<file path="src/rtl/pipe_stage_fifo.sv">
// Elastic pipeline-stage register: DEPTH-entry circular buffer with
// valid/ready on both sides and a synchronous squash (flush).
//
// Ports: clk, reset (sync, active-low), flush,
//   in_valid/in_data/in_ready (upstream), out_valid/out_data/out_ready
//   (downstream), count (occupancy), stall_cnt (upstream backpressure).
// Optional: define PIPE_STAGE_FIFO_PERF_EN to build the saturating
//   stall counter; otherwise stall_cnt is tied to zero.
module pipe_stage_fifo #(
  parameter int WIDTH = 64,
  parameter int DEPTH = 2,
  localparam int CW = $clog2(DEPTH + 1),
  localparam int PW = (DEPTH > 1) ? $clog2(DEPTH) : 1
) (
  input  logic             clk,
  input  logic             reset,
  input  logic             flush,
  input  logic             in_valid,
  input  logic [WIDTH-1:0] in_data,
  output logic             in_ready,
  output logic             out_valid,
  output logic [WIDTH-1:0] out_data,
  input  logic             out_ready,
  output logic [CW-1:0]    count,
  output logic [31:0]      stall_cnt
);

  logic [WIDTH-1:0] mem [DEPTH];
  logic [PW-1:0]    wr_ptr;
  logic [PW-1:0]    rd_ptr;
  logic [CW-1:0]    cnt;
  logic             push;
  logic             pop;

  // Pointers wrap explicitly so DEPTH need not be a power of two.
  function automatic logic [PW-1:0] nxt(input logic [PW-1:0] p);
    return (p == PW'(DEPTH - 1)) ? '0 : p + 1'b1;
  endfunction

  // Ready comes from registered occupancy only: no in->out comb path.
  assign in_ready  = cnt < CW'(DEPTH);
  assign out_valid = cnt != '0;
  assign out_data  = mem[rd_ptr];
  assign count     = cnt;

  assign push = in_valid && in_ready && !flush;
  assign pop  = out_valid && out_ready && !flush;

  always_ff @(posedge clk) begin
    if (!reset) begin
      wr_ptr <= '0;
      rd_ptr <= '0;
      cnt    <= '0;
      for (int i = 0; i < DEPTH; i++)
        mem[i] <= '0;
    end else if (flush) begin
      // Squash keeps mem; entries become unreachable.
      wr_ptr <= '0;
      rd_ptr <= '0;
      cnt    <= '0;
    end else begin
      if (push) begin
        mem[wr_ptr] <= in_data;
        wr_ptr      <= nxt(wr_ptr);
      end
      if (pop)
        rd_ptr <= nxt(rd_ptr);
      unique case (1'b1)
        push && !pop: cnt <= cnt + 1'b1;
        pop && !push: cnt <= cnt - 1'b1;
        default: ;
      endcase
    end
  end

`ifdef PIPE_STAGE_FIFO_PERF_EN
  logic [31:0] stall_q;

  // Saturating; flush does not clear it.
  always_ff @(posedge clk) begin
    if (!reset)
      stall_q <= '0;
    else if (in_valid && !in_ready && !flush
             && stall_q != 32'hFFFF_FFFF)
      stall_q <= stall_q + 32'd1;
  end

  assign stall_cnt = stall_q;
`else
  assign stall_cnt = 32'h0;
`endif

endmodule

</file>
<file path="config.mk">
export PLATFORM = sky130hd
export DESIGN_NAME = pipe_stage_fifo
export DESIGN_NICKNAME = d
export VERILOG_FILES = /design/src/rtl/pipe_stage_fifo.sv
export SDC_FILE = /design/constraint.sdc
export NUM_CORES = 1
export LEC_CHECK = 0
export BUFFER_PORTS_ARGS = -buffer_cell sky130_fd_sc_hd__buf_2
export CAP_MARGIN = 25
export CORE_MARGIN = 5
export CORE_UTILIZATION = 35
export CTS_CLUSTER_SIZE = 12
export DETAILED_ROUTE_END_ITERATION = 10
export PLACE_DENSITY = 0.54
export SYNTH_ARGS = -nofsm -noshare
export SYNTH_HDL_FRONTEND = slang
export SYNTH_SLANG_ARGS = --single-unit
</file>
<file path="constraint.sdc">
create_clock -name clk -period 3.61 [get_ports clk]
set_input_delay 0.1805 -clock clk [delete_from_list [all_inputs] [get_ports clk]]
set_output_delay 0.1805 -clock clk [all_outputs]
set_load 0.01 [all_outputs]
</file>
### Word level (Yosys, flattened, before mapping)

Memories as Yosys holds them, arrays and structs flattened. A register that Yosys moved wholly into a read port is not among the register bits.
Cells that the tools add are included.

| cells by class | value |
|---|---|
| bitwise logic cells | 1 |
| multiplexer cells | 13 |
| $add $sub $neg | 4 |
| order comparisons | 1 |
| reduce and logical (&&, ||, !) cells | 13 |

Operator list:

| cell | count |
|---|---|
| $mux W64 | 1 |
| $reduce_or A64 Y1 | 1 |
| $mux W1 | 11 |
| $logic_and A1 B1 Y1 | 6 |
| $pmux W2 S2 | 1 |
| $reduce_bool A2 Y1 | 2 |
| $logic_not A1 Y1 | 3 |
| $add A1 B1 Y1 const B | 2 |
| $add A2 B1 Y2 const B | 1 |
| $lt A2 B2 Y1 const B | 1 |
| $reduce_or A2 Y1 | 1 |
| $sub A2 B1 Y2 const B | 1 |
| $not A1 Y1 | 1 |

| word-level totals | value |
|---|---|
| input port bits | 69 |
| word-level logic and storage cells | 36 |
| memory bits (writable) | 128 |
| flip-flop bits (word level) | 4 |
| memories | 1 |

Memory list:

| name | words | bits a word | rd ports | clocked after Yosys merged registers in | write ports | line | RTL |
|---|---|---|---|---|---|---|---|
| mem | 2 | 64 | 1 | 1 | 2 | 28 | `logic [WIDTH-1:0] mem [DEPTH];` |

### Logic depth before layout (Yosys ltp)

| depth | value |
|---|---|
| word-level depth | 9 |
| gate-level depth with buffers | 6 |
| mapped depth without buffers | 6 |

### Worst setup path before layout

Ideal clock, no wire load.

| timing | value |
|---|---|
| path type | register to register |
| start point | register cnt[1] (netlist: count[1]) |
| end point | memory mem[0][0] (enable) |
| data arrival time | 1.642 ns |
| path slack | 1.570 ns |
| stages on the path, launching flop included | 4 |
| data required time | 3.212 ns |
| library setup time | 0.398 ns |
| cells stage by stage | dfxtp_1 nor2_1 buf_2 a31o_2 |

RTL lines:

| element | line | RTL |
|---|---|---|
| start: declaration | 31 | `logic [CW-1:0] cnt;` |
| start signal: assignment | 69 | `push && !pop: cnt <= cnt + 1'b1;` |
| start signal: assignment | 70 | `pop && !push: cnt <= cnt - 1'b1;` |
| end: declaration | 28 |  |

==> impl_summary.md <==
Run status
The flow ran to the end, and the final reports show no timing, DRC or antenna violations.

Yosys
The cell area that synthesis handed to floorplanning was 6190 um2. In this run, synthesis inferred about 130 flip-flops with an integrated enable. During synthesis, Yosys emitted a total of 0 warnings. The netlist uses 28 different library cells.

The per-instance average area after synthesis is 14.8 um2. The flip-flop cell with the highest count after synthesis is edfxtp_1. The count of state elements after synthesis is 133. The share of synthesized area in the top cell type comes to 0.621.

By count the netlist is led by and3_1, edfxtp_1, mux2_2. Summed over all instances, the cell type with the most area after synthesis is edfxtp_1. The async set or reset register ratio after synthesis is 0. The sequential-to-total area share from yosys stat is 0.637. In the synthesized netlist, the number of instances is between 400 and 500.

Ranked by total cell area, the synthesized netlist is headed by edfxtp_1, and3_1, mux2_2.

Power and ir drop
The internal portion of the total power is 2.99 mW. Of the total power, registers draw 0.466. Of the total power, the share spent switching nets is 0.224. IR analysis of the VDD net gives a maximum drop of 0.322 mV. The switching component of the power is around 860 uW. The combinational power share is 0.080.

The leakage power of the design is 3.52 nW. Total power for the finished layout comes to just under 4 mW. The share of total power dissipated in the clock network is 0.454. The power per standard cell area is 517 nW/um2.

Critical path
The worst register-to-register path ends at mem[0][7]$_SDFFCE_PN0P_. STA classifies the critical path startpoint as a register. The slack of the worst reg-to-reg path is 1.76 ns. The critical path in this run is classified as reg2out. The most critical setup path has its endpoint at out_data[18]. The number of cells on the worst reg-to-reg path is 2. Data arrives at the worst endpoint at ~2.1 ns.

The critical path capture point type is a primary output. In this run the worst path has a maximum fanout of 33. The startpoint identified for the worst register-to-register timing path is count[1]$_SDFFE_PP0P_. Data on the critical path is required at its endpoint by 3.43 ns.

Clock network
Buffers inserted to repair hold after CTS numbered 0. TritonCTS built the clock tree. CTS saw 133 sinks.

The buffer type at the clock tree root is clkbuf_16. The number of buffers inserted to repair setup after CTS is 0. The clock latency of the later-clocked register in the worst-skew pair is between 0.4 and 0.5 ns. The total CTS buffers is 17. After clock tree synthesis, the clock-pin slew on the worst setup and hold paths is around 0.060 ns. The total of cells resized after clock tree synthesis is 0. The H-tree generated during clock tree synthesis spans 4 levels. The deepest clock path buffer count is 2.

STA
Across the routed clock network, the largest skew measured is 0.00618 ns. The maximum operating frequency is 437 MHz. The final number of setup-violating endpoints is 0.

For the pin with the worst max-slew slack, the measured transition is 1.02 ns. Setup repair after global routing left no endpoint under its margin. The count of final max-slew check failures is 0. Adding up every negative setup slack in the final design gives 0 ns. The routed design could run at a clock period as short as 2.29 ns.

In the finished design, the share of the clock period the worst path needs comes to 0.634. The final number of hold-violating endpoints is 0. The worst slew margin relative to its limit is 0.322.

Route
The mean number of vias per cell is 4.76. After detailed routing, the average wire length per cell comes to about 17 um. The count of antenna-violating nets left after detailed routing is 0.

The final layout contains routed wiring with a total length of about 13 mm. After the first detailed-routing iteration, the DRC count stood at 153. The via count is 3725. The remaining design rule violation count is 0. Before antenna repair, the detailed router went through 4 iterations.

Floorplanning
In this run the vertical extent of the chip is 143 um. Row generation in the floorplan step produced 48 rows. The die area is 20400 um2. The initial utilization of the core area, before any placement, comes to 0.358. The region available for standard cell placement spans ~17000 um2. The overall die width is 143 um.

The I/O pin total is 169.

Place
The HPWL after detailed placement is 7.83 mm. The count of buffers inserted at the top-level ports is 136. The final weighted congestion of routability-driven global placement is 0.703.

Hold path
The path class of the tightest hold or removal check is in2reg.

Global routing
The total congestion overflow after global routing is 0. The wire length of the first global-routing pass is ~21 mm. Entering global routing, the biggest net connects 129 pins. The number of global-route vias before repair is 3953. In the global route stage, overall resource usage came out at 0.132.

The number of antenna violations at the first check in global routing is 1.

Cells and area
Compared with the post-synthesis result, the final layout area differs by 20.2%. Counting the fill cells in the layout gives 1610. The final-stage net count is 613. The share of layout cells above drive strength 1 is 0.439.

Run
The count of max-cap constraint violations is 0.
## registers in the layout, indices dropped and copies added, names as in the netlist, named ones only
name	count
count	2
mem	128
wr_ptr	1
rd_ptr	1
## cells by family after synthesis
| family | after synthesis | share of synthesized area |
|---|---|---|
| simple gates | 141 | 0.141 |
| flops | 133 | 0.637 |
| other cells | 1 | 0.000606 |
| xor+xnor | 4 | 0.00566 |
| compound gates | 5 | 0.00526 |
| buf+inv | 70 | 0.0920 |
| fa+ha+maj | 1 | 0.00202 |
| mux | 64 | 0.116 |
## cell type report
type | instances | area (um2) | share of cell area
repair buffers | 141 | 771 | 0.104
inverters | 3 | 11.3 | 0.00151
clock buffers | 17 | 425 | 0.0572
flip-flops and latches | 133 | 3950 | 0.530
diodes | 1 | 2.50 | 0.000336
well taps | 225 | 282 | 0.0379
clock inverters | 15 | 179 | 0.0241
multi-input cells | 247 | 1820 | 0.245
## worst min-delay path by stage
stage | from | end | slack, ns | cells after the start
CTS | in_data[62] | mem[1][62]$_SDFFCE_PN0P_ | 0.06 | 2
global route | in_data[28] | mem[1][28]$_SDFFCE_PN0P_ | 0.06 | 2
floorplan | reset | count[1]$_SDFFE_PP0P_ | 0.39 | 2
finish | in_data[42] | mem[0][42]$_SDFFCE_PN0P_ | 0.08 | 2
global placement | rd_ptr$_SDFFE_PP0P_ | rd_ptr$_SDFFE_PP0P_ | 0.49 | 2
detailed placement | in_data[42] | mem[0][42]$_SDFFCE_PN0P_ | 0.50 | 2
## power by group through the flow
stage          sequential, mW  combinational [mW]  clock [mW]
5_1_grt                  1.80               0.339        1.85
4_1_cts                  1.80               0.307        1.79
6_report                 1.79               0.308        1.75
3_3_place_gp             1.83               0.303           0
2_1_floorplan            1.82               0.213           0
3_5_place_dp             1.83               0.306           0
## through the flow
step	area, um2	setup slack [ns]	utilization	cells	hold WS (ns)
finish	7440	1.32	0.430	782	0.0833
global route	7440	1.16	0.430	782	0.0640
CTS	7380	1.22	0.427	779	0.0561
detailed placement	6780	1.67	0.392	747	0.497
global placement	6780	1.69	0.392	747	0.490
floorplan	6300	1.57	-	450	0.387
## critical path, cell delays in order (launching register included)
cell and delay, ns:
dfxtp_2 0.86, buf_12 0.29, mux2_2 0.37, buf_2 0.14
## metal layers
layer | track usage | routed length [um] | vias to the layer above
li1 | - | - | 1760
met1 | 0.168 | 5890 | 1815
met2 | 0.214 | 6180 | 136
met3 | 0.0328 | 979 | 14
met4 | 0.0560 | 224 | 0
met5 | 0 | 0 | -
## placed cells by master, fill, tap and decap left out, types with 4 or more instances in the layout
cell	count
buf_2	136
dfxtp_1	4
mux2_2	64
clkbuf_16	17
nor2_1	5
clkinv_4	4
and3_1	128
edfxtp_1	128
conb_1	32
Note: power is estimated with default switching activity, not from simulation.
